File: src/rtl/mult_pkg.sv
// mult_pkg -- shared types and defaults for the shift-add multiplier controller.
//   state_t     : controller FSM states (IDLE is the reset state)
//   DEF_WIDTH   : default operand width / number of shift-add steps
//   DEF_CNT_W   : default step counter width (>= clog2(WIDTH)+1)
package mult_pkg;

    typedef enum logic [1:0] {
        IDLE = 2'd0,
        LOAD = 2'd1,
        CALC = 2'd2,
        DONE = 2'd3
    } state_t;

    localparam int DEF_WIDTH = 32;
    localparam int DEF_CNT_W = 6;

endpackage

File: src/rtl/mult_step_counter.sv
// mult_step_counter -- shift-add step counter for the multiplier controller.
//   Clock, Reset : rising-edge clock, synchronous active-high reset
//   clear        : force count to 0 (used in LOAD)
//   enable       : increment count (used in CALC)
//   terminal     : high while count == WIDTH-1, i.e. on the last shift-add step
module mult_step_counter
    import mult_pkg::*;
#(
    parameter int WIDTH = DEF_WIDTH,
    parameter int CNT_W = DEF_CNT_W
) (
    input  logic Clock,
    input  logic Reset,
    input  logic clear,
    input  logic enable,
    output logic terminal
);

    logic [CNT_W-1:0] count;

    always_ff @(posedge Clock) begin
        if (Reset || clear)
            count <= '0;
        else if (enable)
            count <= count + 1'b1;
    end

    assign terminal = (count == CNT_W'(WIDTH - 1));

endmodule

File: src/rtl/mult_controller.sv
// mult_controller -- FSM controller for a WIDTH x WIDTH unsigned shift-add
// multiplier. The datapath (A/B/Prod registers and adder) lives outside; this
// block only sequences it.
//   Clock, Reset   : rising-edge clock, synchronous active-high reset
//   Start          : begin one multiplication (sampled in IDLE only)
//   iB_LSB         : B[0] from the datapath, selects add in CALC
//   iB_Zero        : B == 0 from the datapath (early exit only)
//   a_sel, b_sel   : 0 = load operand, 1 = shift (when Shift_Enable)
//   prod_sel       : 0 = clear product, 1 = accumulate/hold
//   add_sel        : 1 = add shifted A into product this cycle
//   Shift_Enable   : shift A left / B right
//   Busy           : registered, high in LOAD and CALC
//   Done           : one-cycle pulse, product valid while high
// Optional feature: define MULT_EARLY_EXIT_EN to leave CALC as soon as B == 0.
module mult_controller
    import mult_pkg::*;
#(
    parameter int WIDTH = DEF_WIDTH,
    parameter int CNT_W = DEF_CNT_W
) (
    input  logic Clock,
    input  logic Reset,
    input  logic Start,
    input  logic iB_LSB,
    input  logic iB_Zero,
    output logic a_sel,
    output logic b_sel,
    output logic add_sel,
    output logic prod_sel,
    output logic Shift_Enable,
    output logic Busy,
    output logic Done
);

    state_t state, next_state;
    logic   cnt_tc;
    logic   calc_exit;

    mult_step_counter #(
        .WIDTH (WIDTH),
        .CNT_W (CNT_W)
    ) u_step_cnt (
        .Clock    (Clock),
        .Reset    (Reset),
        .clear    (state == LOAD),
        .enable   (state == CALC),
        .terminal (cnt_tc)
    );

`ifdef MULT_EARLY_EXIT_EN
    // Once B has shifted down to zero no further adds can occur, so the
    // product is already final.
    assign calc_exit = cnt_tc | iB_Zero;
`else
    logic unused_b_zero;
    assign unused_b_zero = iB_Zero;
    assign calc_exit     = cnt_tc;
`endif

    // State register; Busy is decoded from next_state so it is a clean flop
    // aligned with the state it describes.
    always_ff @(posedge Clock) begin
        if (Reset) begin
            state <= IDLE;
            Busy  <= 1'b0;
        end else begin
            state <= next_state;
            Busy  <= (next_state == LOAD) || (next_state == CALC);
        end
    end

    always_comb begin
        next_state = state;
        case (state)
            IDLE:    if (Start) next_state = LOAD;
            LOAD:    next_state = CALC;
            CALC:    if (calc_exit) next_state = DONE;
            DONE:    next_state = IDLE;
            default: next_state = IDLE;
        endcase
    end

    always_comb begin
        a_sel        = 1'b0;
        b_sel        = 1'b0;
        prod_sel     = 1'b1;
        add_sel      = 1'b0;
        Shift_Enable = 1'b0;
        Done         = 1'b0;
        case (state)
            IDLE: ;
            LOAD: prod_sel = 1'b0;
            CALC: begin
                a_sel        = 1'b1;
                b_sel        = 1'b1;
                add_sel      = iB_LSB;
                Shift_Enable = 1'b1;
            end
            DONE: Done = 1'b1;
            default: ;
        endcase
    end

endmodule

File: config.mk
export PLATFORM = sky130hd
export DESIGN_NAME = mult_controller
export DESIGN_NICKNAME = d
export VERILOG_FILES = /design/src/rtl/mult_pkg.sv /design/src/rtl/mult_step_counter.sv /design/src/rtl/mult_controller.sv
export SDC_FILE = /design/constraint.sdc
export NUM_CORES = 1
export LEC_CHECK = 0
export ABC_AREA = 1
export CORE_AREA = 5 5 42 44
export CTS_CLUSTER_DIAMETER = 30
export CTS_CLUSTER_SIZE = 40
export DETAILED_ROUTE_END_ITERATION = 8
export DIE_AREA = 0 0 47 49
export SYNTH_ARGS = -nofsm -noshare
export SYNTH_HDL_FRONTEND = slang
export SYNTH_SLANG_ARGS = --single-unit
File: constraint.sdc
create_clock -name Clock -period 1.4 [get_ports Clock]
set_input_delay 0.14 -clock Clock [delete_from_list [all_inputs] [get_ports Clock]]
set_output_delay 0.14 -clock Clock [all_outputs]
set_load 0.01 [all_outputs]
After elaboration in Yosys (flattened, before gate mapping)
Index checks and enable logic that the tools add are counted.
Widths: inputs -> output; s select.
{"block": "word_totals", "in_bits": 5, "latchBits": 0, "reg_bits": 9, "rom_bits": 0, "out_inout_bits": 7, "memories": 0, "mem_bits_rw": 0}
{"block": "classes", "n_mul": 0, "shift": 0, "n_div": 0, "magnitude_cmp": 0, "reduce_logical": 3, "mux": 7, "n_eq_ne": 6, "n_addsub": 1, "bitwise_logic": 0}
{"operator": "$pmux 2 s4", "n": 1}
{"operator": "$add 6x1->6 const B", "n": 1}
{"operator": "$eq 2x2->1 const B", "n": 3}
{"operator": "$eq 6x5->1 const B", "n": 1}
{"operator": "$eq 2x1->1 const B", "n": 2}
{"operator": "$mux 1", "n": 4}
{"operator": "$mux 2", "n": 2}
{"operator": "$logic_not 2->1", "n": 1}
{"operator": "$logic_or 1x1->1", "n": 2}

Longest topological paths before layout
Gate-level depths: netlist of run 1.
{"block": "depth", "depth_word": 5, "depth_mapped": 9, "mapped_depth_nobuf": 9}

Cells and area by module
Synthesis of run 1 repeated with hierarchy kept, for this count alone.
{"block": "unflattened", "cells_unflattened": 69, "hier_area_um2": 498.0}
{"module": "mult_step_counter", "cells_per_inst": 37, "area_per_inst_um2": 269.0, "n_inst": 1, "seq_area_each_um2": 120.1}
{"module": "mult_controller", "cells_per_inst": 32, "area_per_inst_um2": 229.0, "n_inst": 1, "seq_area_each_um2": 60.1}

Worst setup path before layout of run 1
No wires, ideal clock.
{"block": "synth_path", "kind": "flip-flop to flip-flop", "start": "register state[0]", "end": "register u_step_cnt.count[5]", "arrival_time_ns": 1.224, "synth_period_minus_slack_ns": 1.337, "setup_ns": 0.113, "setup_slack_ns": 0.063, "n_path_buf": 0, "stages_incl_launch_ff": 10, "path_cell_list": "dfxtp_1 -> inv_1 -> ha_1 -> nand2_2 -> nor2_2 -> nand2_2 -> nor2_2 -> nand2_1 -> nand2_1 -> nor2_1"}
{"block": "synth_between", "elab_chain_len": 2}
{"item": "start, declared", "line_no": "mult_controller.sv:35", "text": "state_t state, next_state;"}
{"item": "start signal, assigned", "line_no": "mult_controller.sv:67", "text": "state <= next_state;"}
{"item": "$eq 2x1->1", "line_no": "mult_controller.sv:45", "text": ".clear (state == LOAD),"}
{"item": "$logic_or 1x1->1", "line_no": "mult_step_counter.sv:22", "text": "if (Reset || clear)"}
{"item": "end signal, assigned", "line_no": "mult_step_counter.sv:25", "text": "count <= count + 1'b1;"}
{"item": "end, declared", "line_no": "mult_step_counter.sv:19", "text": "logic [CNT_W-1:0] count;"}
Parallel ways exist; a longest one is shown, timed or not.
A chain may end at the register's enable or synchronous reset.

Worst setup path in the final report of run 1
{"block": "layout_path", "start": "register state[0]", "end": "output Done"}
{"block": "layout_between", "elab_chain_len": 2}
{"item": "$eq 2x2->1", "line_no": "mult_controller.sv:90", "text": "case (state)"}
{"item": "$mux 1", "line_no": "mult_controller.sv:90"}
{"item": "end, declared", "line_no": "mult_controller.sv:32", "text": "output logic Done"}
No other way between the ends.

==> metrics, run 1 <==
CP max-delay cell=dfxtp_1; clock buffer depth=2; Final nets=95; Psw=0.152 mW; Syn Std Cell Area=488 um^2; post-synthesis cell type count=15; final cell count without fillers=100; fmax=750 MHz; Syn. warnings=0; Internal=0.425 mW; largest net degree at the start of global routing=7; cts bufs inserted=3; initial antenna violation count=0; DR vias/cell=4.34; worst-path cell chain=buf_4 > ha_1 > dlygate4sd2_1; sequential share of power=47.0%; kind of critical path=reg2out; core area=0.00140 mm^2; reg-to-reg critical path startpoint=state[0]$_SDFF_PP0_; TritonRoute pass-1 iters=3; Final Hold Fails=0; Setup crit end kind=output pin; Post-Synthesis Cells=68; R2R depth=10; Worst Skew=0.00585 ns; critical register-to-register path endpoint=u_step_cnt.count[5]$_SDFFE_PP0N_; Syn Area/Cell=7.18 um^2; Max Slew Vio Count=0; Final period util=95.3%; DPL Wire Length=741 um; latest clock arrival within the worst-skew pair=0.26 ns; placed cell count=96; Worst slew margin=78.2%; Starting DRT DRC Count=3; worst vdd ir=0.389 mV; layout cells sized above 1=17.9%; Clock Power Share=35.6%; grt peak-use layer=met2; sequential cell area fraction in the yosys report=36.9%; Gate power share=17.3%; clock sink count=9; Root Driver=clkbuf_4; Port Buffers=10; status=finished clean; sw frac=26.3%; max cap viols=0; DR vias=434; CP Buf/Inv Count=2; CP delay by family, top=buffers and inverters; leakage power=0.299 nW; RSZ-0062 raised after global routing=no; number of setup violations in the final report=0; first-pass GRT wire length=1.58 mm; number of antenna diodes=0; hold path start=u_step_cnt.count[1]$_SDFFE_PP0N_; clock slew at reported path FFs=0.07 ns; Power Dens Cells=878 mW/mm^2; DRT antenna net count=0; Hold/Removal Path Class=reg2reg; M3 GR Usage=1.11%; TNS Setup=0 ns; Synthesized Nets=78; maximum fanout along the worst path=4; GPL Wtd Cong=0.772; grt met2 use=13.3%; Avg WL per Cell=9.52 um; Filler Cell Count=154; chip width=47 um; vias in the first global route=421; area of the multi-input gates=277 um^2; CTS tree=built; I/O pins=12; hold path depth=2; htree depth=1; Synth area leader=dfxtp_1; total congestion overflow=0; max incr delay on CP=0.32 ns; number of placement rows=14; CP Launch Type=register; Post-Route WL=952 um; Synth Register Bits=9; pin slew with the least headroom to its limit=0.324 ns; Final Critical Period=1.33 ns; Seq. cell area=181 um^2; Initial Utilization=34.8%; met1 Track Usage GR=12.0%; die height=49 um; FF-to-FF setup slack=0.14 ns; Area Growth Syn to Fin=34.6%; GR Util All Layers=9.46%; CP required=1.26 ns; die area=0.00230 mm^2; Synth top area share=36.9%; Worst Hold End=u_step_cnt.count[1]$_SDFFE_PP0N_; # DRC=0; Synth area leaders=dfxtp_1 37%, ha_1 13%, nand2_1 12%; Worst EP arrival=1.19 ns
==> final cells by class <==
| type | count | share of cell area [%] |
|---|---|---|
| clock buffer | 4 | 4.00 |
| timing repair buffer | 14 | 18.1 |
| tap | 16 | 3.05 |
| inverter | 9 | 5.14 |
| multi-input combinational | 48 | 42.1 |
| sequential | 9 | 27.6 |
==> power by group through the flow <==
stage	logic [mW]	registers, mW	clock network [mW]
after global routing	0.111	0.272	0.227
final	0.0998	0.271	0.205
after global placement	0.103	0.275	0
after floorplan	0.0497	0.279	0
after detailed placement	0.103	0.276	0
after CTS	0.0993	0.270	0.214
==> worst min-delay path: stages (launching register included) <==
cell and delay [ns]:
dfxtp_1 0.33, nand2_1 0.07, a21oi_1 0.05
==> what timing repair did <==
action,in CTS,in global routing
setup endpoints to repair,7,3
gates cloned,0,0
buffers inserted,0,0
gates resized for setup,7,6
hold buffers,0,0
==> how the worst max path moves through the flow <==
stage | slack [ns] | to | cells past startpoint | from
after floorplan | 0.06 | u_step_cnt.count[5]$_SDFFE_PP0N_ | 9 | state[0]$_SDFF_PP0_
after CTS | 0.02 | prod_sel | 4 | state[0]$_SDFF_PP0_
final | 0.07 | Done | 3 | state[0]$_SDFF_PP0_
after global placement | 0.02 | add_sel | 5 | state[0]$_SDFF_PP0_
after detailed placement | 0.01 | u_step_cnt.count[5]$_SDFFE_PP0N_ | 10 | state[0]$_SDFF_PP0_
after global routing | 0.02 | u_step_cnt.count[5]$_SDFFE_PP0N_ | 10 | state[0]$_SDFF_PP0_
==> state kept, by name, indices dropped and copies added (netlist names) <==
name	count
state	2
Busy	1
u_step_cnt.count	6
==> kinds of logic (layout without fill, tap and decap cells) <==
logic type / Yosys count / count (layout) / synth area share [%]
buffers and inverters: 11 / 27 / 10.0
AND/OR/NAND/NOR: 35 / 35 / 30.8
flip-flops: 9 / 9 / 36.9
AO/OA/AOI/OAI: 7 / 7 / 7.69
XOR/XNOR: 1 / 1 / 1.80
adder cells (fa/ha/maj): 5 / 5 / 12.8
==> stage by stage <==
step / setup slack [ns] / hold slack (ns) / util [%] / area [um^2] / power, mW
after detailed placement: 0.0112 / 0.479 / 44.5 / 623 / 0.379
after floorplan: 0.0633 / 0.209 / - / 488 / 0.329
after CTS: 0.0192 / 0.493 / 46.0 / 644 / 0.583
final: 0.0662 / 0.498 / 46.9 / 657 / 0.577
after global placement: 0.0246 / 0.471 / 44.5 / 623 / 0.378
after global routing: 0.0183 / 0.517 / 46.9 / 657 / 0.611
==> per-layer routing <==
metal	vias up	share of wire, %	wire (um)
met3	3	0.42	4
li1	242	-	-
met2	5	48	453
met1	184	49	468
met4	0	2.6	25
met5	-	0	0
==> placed cells by master (no fill, tap or decap) <==
master,count
nor3_1,2
buf_4,4
clkbuf_4,3
ha_4,1
ha_1,4
o21ai_0,2
inv_2,1
xor2_1,1
nor2_2,1
o21bai_1,1
nand3b_1,1
nand3_1,2
dfxtp_1,8
dlygate4sd2_1,5
nand2_1,16
dfxtp_2,1
clkbuf_1,1
clkbuf_2,1
a21oi_1,4
clkdlybuf4s50_1,4
inv_1,8
nor2_4,1
nand2_2,2
nor2_1,10
==> synthesized netlist by cell type, drive strengths merged <==
| library cell | instances |
|---|---|
| dfxtp | 9 |
| nand2 | 18 |
| ha | 5 |
| nand3 | 2 |
| nand3b | 1 |
| inv | 9 |
| xor2 | 1 |
| a21oi | 4 |
| nor3 | 2 |
| o21bai | 1 |
| buf | 2 |
| o21ai | 2 |
| nor2 | 12 |
No activity file was read; power rests on OpenSTA's default activity.
==> run 2: changes to the inputs <==
--- a/config.mk
+++ b/config.mk
@@ -11,6 +11,7 @@
 export CTS_CLUSTER_SIZE = 40
 export DETAILED_ROUTE_END_ITERATION = 8
 export DIE_AREA = 0 0 47 49
+export GPL_TIMING_DRIVEN = 0
 export SYNTH_ARGS = -nofsm -noshare
 export SYNTH_HDL_FRONTEND = slang
 export SYNTH_SLANG_ARGS = --single-unit
==> metrics, run 2 (synthesis gave the netlist of run 1 again) <==
Hold/Removal Path Class=reg2reg; hold path depth=2 (unchanged); vias in the first global route=391 (-7.1%); Util after Layout=47.3% (+0.45 points); CP max-delay cell=dfxtp_4; worst vdd ir=0.406 mV (+4.3%); max incr delay on CP=0.36 ns (+0.04 ns); Final period util=94.4% (-0.89 points); TritonRoute pass-1 iters=1 (-2); clock slew at reported path FFs=0.06 ns (about the same); RSZ-0062 raised after global routing=no; Power Dens Cells=856 mW/mm^2 (-2.4%); htree depth=1 (unchanged); clock buffer depth=2 (unchanged); CP Buf/Inv Count=3 (+1); FF-to-FF setup slack=0.12 ns (-0.02 ns); number of setup violations in the final report=0 (unchanged); Worst Skew=0.000974 ns (-0.00488 ns); Largest register FFs=6 (unchanged); I/O pins=12 (unchanged); Area Growth Syn to Fin=35.9%; leakage power=0.287 nW (-4.0%); Worst slew margin=79.6% (+1.4 points); cts bufs inserted=3 (unchanged); pin slew with the least headroom to its limit=0.303 ns (-0.0207 ns); number of antenna diodes=0 (unchanged); worst-path cell chain=inv_2 > ha_4 > nand2_1 > inv_1 > clkdlybuf4s15_1; GPL Wtd Cong=0.692 (-10%); GR Util All Layers=9.59% (+0.13 points); DR vias/cell=4.29 (-1.1%); DRT antenna net count=0 (unchanged); DPL Wire Length=717 um (-3.3%); die area=0.00230 mm^2 (unchanged); CP required=1.26 ns (about the same); Setup crit end kind=output pin; total congestion overflow=0 (unchanged); first-pass GRT wire length=1.61 mm (+2.2%); fmax=757 MHz (+0.94%); CTS tree=built; Overall Power=0.568 mW (-1.5%); # DRC=0 (unchanged); CP Launch Type=register; Worst Hold End=u_step_cnt.count[1]$_SDFFE_PP0N_; Largest regs=u_step_cnt.count x6, state x2, Busy x1; CP delay by family, top=flip-flops; largest net degree at the start of global routing=7 (unchanged); Final Critical Period=1.32 ns (-0.0125 ns); Biggest register=u_step_cnt.count; status=finished clean; initial antenna violation count=0 (unchanged); Avg WL per Cell=9.15 um (-3.9%); Root Driver=clkbuf_4; kind of critical path=reg2out; Port Buffers=10 (unchanged); hold path start=u_step_cnt.count[1]$_SDFFE_PP0N_; Initial Utilization=34.8% (unchanged); layout cells sized above 1=21.7% (+3.8 points); Worst EP arrival=1.18 ns (about the same); latest clock arrival within the worst-skew pair=0.26 ns (about the same); Max Slew Vio Count=0 (unchanged); chip width=47 um (unchanged); critical register-to-register path endpoint=u_step_cnt.count[5]$_SDFFE_PP0N_; Starting DRT DRC Count=0 (-3); most frequent cells in the layout=16 x nand2_1, 9 x nor2_1, 8 x inv_1; DR vias=425 (-2.1%); max cap viols=0 (unchanged); number of placement rows=14 (unchanged); Post-Route WL=906 um (-4.8%); R2R depth=10 (unchanged); Final Hold Fails=0 (unchanged); clock sink count=9 (unchanged); Final nets=94 (-1.1%); die height=49 um (unchanged); core area=0.00140 mm^2 (unchanged); commonest non-fill, non-tap cell in the layout=nand2_1; maximum fanout along the worst path=6 (+2); reg-to-reg critical path startpoint=state[0]$_SDFF_PP0_
[run 2: worst max-delay path by stage]
stage | cells past startpoint | slack, ns | startpoint | end
finish | 5 | 0.08 | state[0]$_SDFF_PP0_ | add_sel
global route | 10 | 0.01 | state[0]$_SDFF_PP0_ | u_step_cnt.count[5]$_SDFFE_PP0N_
CTS | 5 | 0.03 | state[0]$_SDFF_PP0_ | add_sel
detailed placement | 4 | -0.23 | state[0]$_SDFF_PP0_ | b_sel
global placement | 4 | -0.21 | state[0]$_SDFF_PP0_ | a_sel
floorplan | 9 | 0.06 | state[0]$_SDFF_PP0_ | u_step_cnt.count[5]$_SDFFE_PP0N_
[run 2: worst reg2reg max path, delay by kind of cell, from the launching register on]
kind	cells	cell delay, ns
adder cells (fa/ha/maj)	1	0.17
buffers and inverters	2	0.20
flip-flops	1	0.36
AND/OR/NAND/NOR	7	0.47
[run 2: repair_timing]
item | CTS | global route
endpoints found under the setup margin | 7 | 4
setup buffers | 1 | 0
hold buffers | 0 | 0
cloned | 0 | 0
resized for setup | 14 | 7
pin swaps | 0 | 0
[run 2: cell type report]
| class | count | area [um^2] |
|---|---|---|
| plain buffers | 2 | 15.0 |
| clock buffers | 4 | 26.3 |
| fillers | 160 | 738 |
| inverters | 9 | 33.8 |
| multi-input cells | 48 | 284 |
| flip-flops and latches | 9 | 185 |
| well taps | 16 | 20.0 |
| repair buffers | 11 | 98.8 |
[run 2: per-layer routing]
layer / wire length [um] / vias up / track usage, %
li1: - / 240 / -
met2: 440 / 4 / 12.4
met5: 0 / - / 0
met3: 9 / 2 / 1.48
met1: 441 / 179 / 13.0
met4: 15 / 0 / 8.29
[run 2: per-stage QoR]
stage	setup WS, ns	cells	TNS (ns)	hold slack [ns]	cell area, um^2
final	0.0787	99	0	0.484	663
after global routing	0.0140	99	0	0.517	663
after global placement	-0.212	94	-0.764	0.475	608
after detailed placement	-0.234	94	-0.881	0.482	608
after CTS	0.0312	99	0	0.487	649
after floorplan	0.0633	68	0	0.209	488
[run 2: power by group]
| group | switching (mW) | internal [mW] | total (mW) |
|---|---|---|---|
| combinational | 0.0465 | 0.0464 | 0.0929 |
| sequential | 0.00845 | 0.266 | 0.274 |
| clock | 0.0907 | 0.110 | 0.201 |
| total | 0.146 | 0.422 | 0.568 |
